==> src/rtl/serial_subtractor.sv <==
// Bit-serial unsigned subtractor: A - B, LSB first, one bit per clock, WIDTH-cycle latency.
// Build option: define SERIAL_SUB_SAT_EN to clamp Diff to 0 whenever the result borrows.
module serial_subtractor #(
  parameter int WIDTH = 4
) (
  input  logic             Clk,
  input  logic             Rst_n,
  input  logic             Start,
  input  logic [WIDTH-1:0] A,
  input  logic [WIDTH-1:0] B,
  output logic [WIDTH-1:0] Diff,
  output logic             Borrow,
  output logic             Busy,
  output logic             Done,
  output logic             dbg_state
);

  localparam int CW = $clog2(WIDTH) + 1;

  typedef enum logic {IDLE = 1'b0, RUN = 1'b1} state_t;

  // Handshake: Start is sampled only while idle (Busy=0); the accepting edge raises Busy,
  // and the completion edge drops Busy and pulses Done for one cycle with Diff/Borrow valid.
  state_t           state_q, state_d;
  logic [WIDTH-1:0] opa_q, opa_d;
  logic [WIDTH-1:0] opb_q, opb_d;
  logic [WIDTH-1:0] part_q, part_d;
  logic             br_q, br_d;
  logic [CW-1:0]    cnt_q, cnt_d;
  logic [WIDTH-1:0] diff_q, diff_d;
  logic             borrow_q, borrow_d;
  logic             busy_q, busy_d;
  logic             done_q, done_d;

  logic a_bit, b_bit, d_bit, br_next;

  always_comb begin
    state_d  = state_q;
    opa_d    = opa_q;
    opb_d    = opb_q;
    part_d   = part_q;
    br_d     = br_q;
    cnt_d    = cnt_q;
    diff_d   = diff_q;
    borrow_d = borrow_q;
    busy_d   = busy_q;
    done_d   = 1'b0;

    a_bit   = opa_q[0];
    b_bit   = opb_q[0];
    d_bit   = a_bit ^ b_bit ^ br_q;
    br_next = (~a_bit & b_bit) | (~(a_bit ^ b_bit) & br_q);

    case (state_q)
      IDLE: begin
        if (Start) begin
          opa_d   = A;
          opb_d   = B;
          part_d  = '0;
          br_d    = 1'b0;
          cnt_d   = '0;
          busy_d  = 1'b1;
          state_d = RUN;
        end
      end
      RUN: begin
        part_d = {d_bit, part_q[WIDTH-1:1]};
        opa_d  = opa_q >> 1;
        opb_d  = opb_q >> 1;
        br_d   = br_next;
        cnt_d  = cnt_q + CW'(1);
        // The edge that consumes the top bit finishes the operation.
        if (cnt_q == CW'(WIDTH - 1)) begin
`ifdef SERIAL_SUB_SAT_EN
          diff_d = br_next ? '0 : part_d;
`else
          diff_d = part_d;
`endif
          borrow_d = br_next;
          done_d   = 1'b1;
          busy_d   = 1'b0;
          state_d  = IDLE;
        end
      end
      default: state_d = IDLE;
    endcase
  end

  always_ff @(posedge Clk or negedge Rst_n) begin
    if (!Rst_n) begin
      state_q  <= IDLE;
      opa_q    <= '0;
      opb_q    <= '0;
      part_q   <= '0;
      br_q     <= 1'b0;
      cnt_q    <= '0;
      diff_q   <= '0;
      borrow_q <= 1'b0;
      busy_q   <= 1'b0;
      done_q   <= 1'b0;
    end else begin
      state_q  <= state_d;
      opa_q    <= opa_d;
      opb_q    <= opb_d;
      part_q   <= part_d;
      br_q     <= br_d;
      cnt_q    <= cnt_d;
      diff_q   <= diff_d;
      borrow_q <= borrow_d;
      busy_q   <= busy_d;
      done_q   <= done_d;
    end
  end

  assign Diff      = diff_q;
  assign Borrow    = borrow_q;
  assign Busy      = busy_q;
  assign Done      = done_q;
  assign dbg_state = state_q;

endmodule
==> config.mk <==
export PLATFORM = sky130hd
export DESIGN_NAME = serial_subtractor
export DESIGN_NICKNAME = d
export VERILOG_FILES = /design/src/rtl/serial_subtractor.sv
export SDC_FILE = /design/constraint.sdc
export NUM_CORES = 1
export LEC_CHECK = 0
export ABC_AREA = 1
export CAP_MARGIN = 10
export CORE_UTILIZATION = 50
export CTS_BUF_LIST = sky130_fd_sc_hd__clkbuf_4 sky130_fd_sc_hd__clkbuf_8
export DETAILED_ROUTE_END_ITERATION = 10
export PLACE_DENSITY_LB_ADDON = 0.15
export SYNTH_ARGS = -nofsm -noshare
export SYNTH_HDL_FRONTEND = slang
export SYNTH_SLANG_ARGS = --single-unit
==> constraint.sdc <==
create_clock -name Clk -period 1.4 [get_ports Clk]
set_clock_uncertainty 0.05 [all_clocks]
set_input_delay 0.28 -clock Clk [delete_from_list [all_inputs] [get_ports Clk]]
set_output_delay 0.28 -clock Clk [all_outputs]
set_load 0.02 [all_outputs]
==> impl_results.md, run 1 <==
- Num Clock Sinks: 23
- DR vias: 726
- CP startpoint kind: flop
- Mux share of post-synthesis cell area: 0
- PD cells: 2030 nW/um^2
- Setup TNS: 0 ns
- FP Rows: 15
- DR iter-0 viols: 14
- Syn_nets: 118
- Worst-Skew Late Latency: 0.31 ns
- Num ports: 19
- Arrival @ worst endpoint: 1.03 ns
- DR WL/cell: 12.0 microns
- First-pass GRT wire length: 3080 microns
- Crit-path cells: dlygate4sd2_1
- Flops & latches, synth: 23
- Area of the multi-input gates: 367 sq um
- Slowest Stage Delay on Critical Path: 0.41 ns
- Final ANT Viol Nets: 0
- Register area: 576 sq um
- Fmax: 737 MHz
- Port Buffers: 18
- Diode count: 0
- Synth Area in Simple Gates: 0.244
- Layout cells sized above 1: 0.121
- Hold Path Class: in2async
- Commonest non-fill, non-tap cell in the layout: nand2_1
- Post-Synth XOR/XNOR Area: 0
- Antenna violations before repair: 0
- Die H: 47.0 microns
- Max-cap viol count: 0
- Vias per cell: 4.87
- Adder-cell share of the synthesized area: 0.0568
- Slew @ Worst Pin: 0.362 ns
- WS Path Type: reg2out
- Die Area: 2210 sq um
- Post-synthesis cell area: 1010 sq um
- VDD IR max: 0.00105 V
- Slowest CP cell: dfrtp_1
- CTS H-Tree Depth: 1
- Root Buffer: clkbuf_4
- Reg-to-reg critical path endpoint: part_q[3]
- Avg Inst Size Synth: 9.84 sq um
- Worst r2r src: opb_q[0]
- Setup violations, final: 0
- Slew headroom: 0.758
- Placed wire-length estimate: 1290 microns
- Initial Util: 0.557
- Most frequent cells in the layout: 38 x nand2_1, 23 x dfrtp_1, 14 x nand3_1
- R2r setup slk: 0.10 ns
- Vias in the first global route: 718
- Leak: 0.000607 uW
- Total Nets Final: 140
- CP max FO: 2
- Final Power: 2500 uW
- Fillers: 159
- Largest family of logic cells by synthesized area: simple AND/OR/NAND/NOR gates
- CTS tree: done
- Synthesis-to-layout area growth: 21.7%
- Area fraction in compound gates after synthesis: 0.0580
- Netlist cell types: 17
- Run status: complete, no violations
- Die X: 47.0 microns
- Routed Wire Length: 1790 microns
- Pin count of the biggest net entering global routing: 24
- Setup repair after global routing missed its margin: false
- Grt ovf: 0
- Pre-antenna DRT Iters: 4
- CTS buffer count: 3
- Post-layout min period: 1.36 ns
- Sequential share of the synthesized area: 0.568
- FF-to-FF path depth: 4
- Tcrit/Tclk final: 0.969
- CP delay by family, top: flip-flops
- Crit path buf inv count: 1
- Crit end category: output port
- Cells after Synth: 103
- Post-CTS Hold Buffers: 0
- Slew Viols, Final: 0
- Final hold violations: 0
- CP Data Required Time: 1.07 ns
- Overall routing resource usage: 0.202
- RePlAce Congestion: 0.739
- CTS clk-pin slew, worst paths: 0.13 ns
- DR DRC count: 0
- Clock Path Buffers: 2
- YS warnings: 0
- Core Area: 1820 sq um
[logic make-up after synthesis]
family,count (synthesis)
buf+inv,12
flops,23
simple gates,55
compound gates,9
fa+ha+maj,4
[power breakdown]
| group | leakage, uW | switching, uW | internal, uW |
|---|---|---|---|
| Sequential | 0.000294 | 155 | 939 |
| Clock | 0.0000177 | 200 | 107 |
| Combinational | 0.000295 | 673 | 427 |
| Total | 0.000607 | 1030 | 1470 |
[cell usage after synthesis]
library cell | number | area (sq um)
a21boi_0 | 1 | 7.51
buf_2 | 1 | 5.00
buf_6 | 3 | 33.8
clkinv_4 | 1 | 8.76
dfrtp_1 | 23 | 576
fa_1 | 1 | 20.0
ha_1 | 3 | 37.5
inv_1 | 6 | 22.5
inv_2 | 1 | 3.75
nand2_1 | 38 | 143
nand2_8 | 1 | 20.0
nand3_1 | 14 | 70.1
nor2_1 | 1 | 3.75
nor2_4 | 1 | 11.3
o21ai_0 | 3 | 15.0
o21ai_1 | 2 | 10.0
o21ai_2 | 3 | 26.3
[area by class of cell]
type,instances,share of cell area
clock inverter,1,0.00406
tap,25,0.0254
clock buffer,3,0.0183
multi-input combinational,68,0.297
timing repair buffer,21,0.160
inverter,8,0.0284
sequential,23,0.467
[flip-flops by register name, summed over array words and instances, names as in the netlist]
signal and flops:
Diff 4, cnt_q 3, br_q 1, opa_q 4, dbg_state 1, Borrow 1
part_q 3, Done 1, Busy 1, opb_q 4
[repair_timing]
item,in CTS,in global routing
buffers inserted,0,0
setup endpoints to repair,8,6
resized for setup,8,5
cloned,0,0
[through the flow]
stage / cell area [sq um] / std cells / worst slack, ns / hold WS [ns] / util
3_5_place_dp: 1210 / 145 / 0.0400 / 0.414 / 0.664
6_report: 1230 / 149 / 0.0438 / 0.249 / 0.678
4_1_cts: 1230 / 149 / 0.0170 / 0.259 / 0.674
3_3_place_gp: 1210 / 145 / 0.0632 / 0.408 / 0.664
2_1_floorplan: 1010 / 103 / 0.156 / -0.0656 / -
5_1_grt: 1230 / 149 / 0.00141 / 0.290 / 0.678
[metal layers]
layer  routed length (microns)  global-route usage  up-vias
li1                          -                   -      367
met3                        55              0.0462        4
met5                         0                   0        -
met4                        25              0.0686        0
met2                       898               0.336       20
met1                       806               0.262      335
[worst max-delay path by stage]
stage | startpoint | end | slack [ns] | cells after the start
after floorplan | cnt_q[0] | Diff[2] | 0.16 | 6
after global placement | Start | cnt_q[0] | 0.06 | 4
after detailed placement | Start | cnt_q[0] | 0.04 | 4
after CTS | dbg_state | dbg_state | 0.02 | 1
after global routing | Busy | Busy | 0.001 | 1
final | Busy | Busy | 0.04 | 1
(Power assumes the default switching activity.)
==> inputs of run 2 (changes only) <==
--- a/config.mk
+++ b/config.mk
@@ -10,6 +10,7 @@
 export CORE_UTILIZATION = 50
 export CTS_BUF_LIST = sky130_fd_sc_hd__clkbuf_4 sky130_fd_sc_hd__clkbuf_8
 export DETAILED_ROUTE_END_ITERATION = 10
+export DONT_BUFFER_PORTS = 1
 export PLACE_DENSITY_LB_ADDON = 0.15
 export SYNTH_ARGS = -nofsm -noshare
 export SYNTH_HDL_FRONTEND = slang
==> impl_results.md, run 2 (synthesis gave the netlist of run 1 again) <==
- Slew @ Worst Pin: 0.997 ns
- Diode count: 0
- Psw: 989 uW
- Max-cap viol count: 0
- Leak: 0.000533 uW
- P_int: 1350 uW
- Placed wire-length estimate: 1210 microns
- Total Nets Final: 122
- Sequential power share: 0.525
- RePlAce Congestion: 0.716
- CTS tree: done
- Switching Share: 0.423
- Post-layout min period: 1.32 ns
- Pre-antenna DRT Iters: 4
- Vias per cell: 5.15
- CTS H-Tree Depth: 1
- Final WS setup: 0.0776 ns
- Core Area: 1820 sq um
- PD cells: 2200 nW/um^2
- Fmax: 756 MHz
- Die H: 47.0 microns
- WS Path Type: reg2out
- Commonest non-fill, non-tap cell in the layout: nand2_1
- CP max FO: 4
- Initial Util: 0.557
- Num Clock Sinks: 23
- Crit-path cells: buf_4
- Setup repair after global routing missed its margin: false
- Setup TNS: 0 ns
- Synthesis-to-layout area growth: 4.69%
- First-pass GRT wire length: 2750 microns
- DR DRC count: 0
- Setup violations, final: 0
- Run status: complete, no violations
- Fin Hold WS: 0.0559 ns
- Slew Viols, Final: 0
- DR vias: 674
- CP Data Required Time: 1.07 ns
- Tcrit/Tclk final: 0.945
- Num ports: 19
- Root Buffer: clkbuf_4
- CTS clk-pin slew, worst paths: 0.13 ns
- CP startpoint kind: flop
- Gate power share: 0.345
- FP Rows: 15
- Clock Path Buffers: 2
- Hold Path Class: in2reg
- Final hold violations: 0
- Die X: 47.0 microns
- Slowest CP cell: dfrtp_1
- Slowest Stage Delay on Critical Path: 0.50 ns
- Vias in the first global route: 661
- Grt ovf: 0
- Design area: 1060 sq um
- Overall routing resource usage: 0.180
- Die Area: 2210 sq um
- Arrival @ worst endpoint: 0.99 ns
- CTS buffer count: 3
- Placement Cell Area: 1020 sq um
- Crit end category: output port
- Most frequent cells in the layout: 38 x nand2_1, 23 x dfrtp_1, 14 x nand3_1
- Final ANT Viol Nets: 0
- Slew headroom: 0.335
- Port Buffers: 0
- VDD IR max: 0.000924 V
- DR iter-0 viols: 10
- DR WL/cell: 13.0 microns
- Crit path buf inv count: 1
- Fin util: 0.583
- Routed Wire Length: 1700 microns
- Layout cells sized above 1: 0.123
- Clock power frac: 0.129
- Worst-Skew Late Latency: 0.30 ns
- Antenna violations before repair: 0
- CP delay by family, top: flip-flops
- Pin count of the biggest net entering global routing: 24
- Place WS: 0.0836 ns
run 2: final cells by class:
class,count,area [sq um]
fillers,167,759
repair buffers,3,27.5
multi-input cells,68,364
clock buffers,3,22.5
clock inverters,1,5.00
flip-flops and latches,23,576
well taps,25,31.3
inverters,8,35.0
run 2: routing by layer:
layer  vias up  GRT usage  wire (microns)
li1        330          -               -
met1       322      0.242             813
met4         0     0.0686              12
met2        20      0.297             812
met5         -          0               0
met3         2     0.0231              65
run 2: power by group through the flow:
| stage | combinational (uW) | clock (uW) | sequential, uW |
|---|---|---|---|
| floorplan | 664 | 0 | 1220 |
| global placement | 776 | 0 | 1240 |
| detailed placement | 814 | 0 | 1240 |
| CTS | 828 | 309 | 1230 |
| global route | 942 | 334 | 1270 |
| finish | 807 | 302 | 1230 |
run 2: what timing repair did:
| action | in CTS | in global routing |
|---|---|---|
| hold buffers | 1 | 0 |
| buffers inserted | 0 | 0 |
| endpoints found under the hold margin | 23 | 0 |
| endpoints found under the setup margin | 0 | 23 |
| gates resized for setup | 0 | 1 |
run 2: per-stage QoR:
stage          total power, uW  cells
3_5_place_dp              2060    126
5_1_grt                   2540    131
6_report                  2340    131
2_1_floorplan             1880    103
4_1_cts                   2370    131
3_3_place_gp              2010    126
run 2: path summary, 6_finish.rpt:
path	cells after the start	end	from	slack [ns]
setup / recovery	1	dbg_state	dbg_state	0.08
hold / removal	2	opa_q[3]	A[3]	0.06
setup reg to reg	6	Diff[2]	cnt_q[0]	0.08
hold reg to reg	2	Diff[0]	part_q[1]	0.44
max in group asynchronous	1	br_q	Rst_n	0.55
min in group asynchronous	1	cnt_q[2]	Rst_n	0.15
==> inputs of run 3 (changes only) <==
--- a/config.mk
+++ b/config.mk
@@ -7,6 +7,7 @@
 export LEC_CHECK = 0
 export ABC_AREA = 1
 export CAP_MARGIN = 10
+export CORE_ASPECT_RATIO = 0.9
 export CORE_UTILIZATION = 50
 export CTS_BUF_LIST = sky130_fd_sc_hd__clkbuf_4 sky130_fd_sc_hd__clkbuf_8
 export DETAILED_ROUTE_END_ITERATION = 10
==> impl_results.md, run 3 (synthesis gave the netlist of run 1 again) <==
- Post-CTS Setup Bufs: 0
- Max-cap viol count: 0
- Root Buffer: clkbuf_4
- VDD IR max: 0.000905 V
- Die Area: 2210 sq um
- Placed wire-length estimate: 1110 microns
- Core Area: 1910 sq um
- CP delay by family, top: flip-flops
- Final ANT Viol Nets: 0
- Slew @ Worst Pin: 0.992 ns
- Setup violations, final: 0
- Commonest non-fill, non-tap cell in the layout: nand2_1
- FF-to-FF path depth: 6
- P_int: 1350 uW
- Switching Share: 0.416
- Clock power frac: 0.126
- Worst hold start: A[3]
- CTS H-Tree Depth: 1
- Vias in the first global route: 635
- Arrival @ worst endpoint: 1.01 ns
- Run status: complete, no violations
- CTS clk-pin slew, worst paths: 0.12 ns
- Worst Hold Path Cells: 2
- Slew Viols, Final: 0
- Grt ovf: 0
- CP max FO: 10
- Overall routing resource usage: 0.168
- DR vias: 668
- Clock Path Buffers: 2
- FP Rows: 15
- Pin count of the biggest net entering global routing: 24
- Crit end category: output port
- Worst-Skew Late Latency: 0.29 ns
- Tcrit/Tclk final: 0.957
- Worst r2r src: cnt_q[0]
- CTS buffer count: 3
- Non-Filler Instances: 131
- RePlAce Congestion: 0.663
- Diode count: 0
- Hold Path Class: in2reg
- R2r setup slk: 0.08 ns
- Synthesis-to-layout area growth: 4.81%
- Pre-antenna DRT Iters: 4
- Slowest Stage Delay on Critical Path: 0.52 ns
- WS Path Type: reg2out
- DP Cell Count: 126
- Sequential power share: 0.542
- CP Data Required Time: 1.07 ns
- CP startpoint kind: flop
- Reg-to-reg critical path endpoint: Diff[0]
- Post-layout min period: 1.34 ns
- Design area: 1060 sq um
- DR DRC count: 0
- DR iter-0 viols: 15
- Vias per cell: 5.10
- Port Buffers: 0
- Routed Wire Length: 1580 microns
- Antenna violations before repair: 0
- Crit-path cells: buf_4
- Fmax: 746 MHz
- Slowest CP cell: dfrtp_2
- DR WL/cell: 12.1 microns
- PD cells: 2170 nW/um^2
- Most frequent cells in the layout: 38 x nand2_1, 22 x dfrtp_1, 14 x nand3_1
- Placement Cell Area: 1020 sq um
- Num ports: 19
- Gate power share: 0.332
- Leak: 0.000532 uW
- Layout cells sized above 1: 0.132
- Die X: 49.5 microns
- Die H: 44.7 microns
- Slew headroom: 0.339
- Setup repair after global routing missed its margin: false
- Crit path buf inv count: 1
- Total Nets Final: 122
- First-pass GRT wire length: 2770 microns
- Setup TNS: 0 ns
- Final hold violations: 0
- CTS tree: done
- WHS Endpoint: opa_q[3]
- Fin Hold WS: 0.0634 ns
- Initial Util: 0.529
- Psw: 960 uW
- Num Clock Sinks: 23
## run 3: cell counts in the layout (fill, tap and decap cells not counted)
No cell type changed its count.
## run 3: worst max-delay path by stage
stage	slack, ns	startpoint	end	cells after the start
after CTS	0.02	Rst_n	dbg_state	1
after detailed placement	0.09	cnt_q[0]	Diff[0]	6
after global placement	0.13	cnt_q[0]	Diff[0]	6
after global routing	0.0002	cnt_q[0]	Diff[0]	6
final	0.06	dbg_state	dbg_state	1
after floorplan	0.16	cnt_q[0]	Diff[2]	6
## run 3: power groups by stage
stage / clock network, uW / registers [uW] / logic, uW
after global placement: 0 / 1250 / 748
after global routing: 341 / 1290 / 904
after CTS: 307 / 1250 / 783
after floorplan: 0 / 1220 / 664
final: 291 / 1250 / 766
after detailed placement: 0 / 1260 / 766
## run 3: routing by layer
| layer | global-route usage | vias to the layer above | wire, microns | share of wire |
|---|---|---|---|---|
| met4 | 0.0514 | 0 | 0 | 0 |
| met3 | 0.0370 | 0 | 79 | 0.050 |
| met2 | 0.285 | 20 | 711 | 0.45 |
| li1 | - | 336 | - | - |
| met1 | 0.219 | 312 | 792 | 0.50 |
| met5 | 0 | - | 0 | 0 |
## run 3: through the flow
| step | power [uW] | setup slack, ns | util |
|---|---|---|---|
| detailed placement | 2030 | 0.0893 | 0.533 |
| global route | 2540 | 0.000150 | 0.555 |
| global placement | 2000 | 0.127 | 0.533 |
| finish | 2310 | 0.0603 | 0.555 |
| floorplan | 1880 | 0.156 | - |
| CTS | 2340 | 0.0200 | 0.554 |
## run 3: what timing repair did
item,CTS,global route
endpoints found under the setup margin,1,14
hold buffers,1,0
gates resized for setup,1,1
pin swaps,0,0
endpoints found under the hold margin,23,0
gates cloned,0,0
## run 3: final cells by class
type / instances / area, sq um
clock buffer: 3 / 22.5
clock inverter: 1 / 5.00
fill: 185 / 852
inverter: 8 / 35.0
multi-input combinational: 68 / 364
sequential: 23 / 577
tap: 25 / 31.3
timing repair buffer: 3 / 27.5
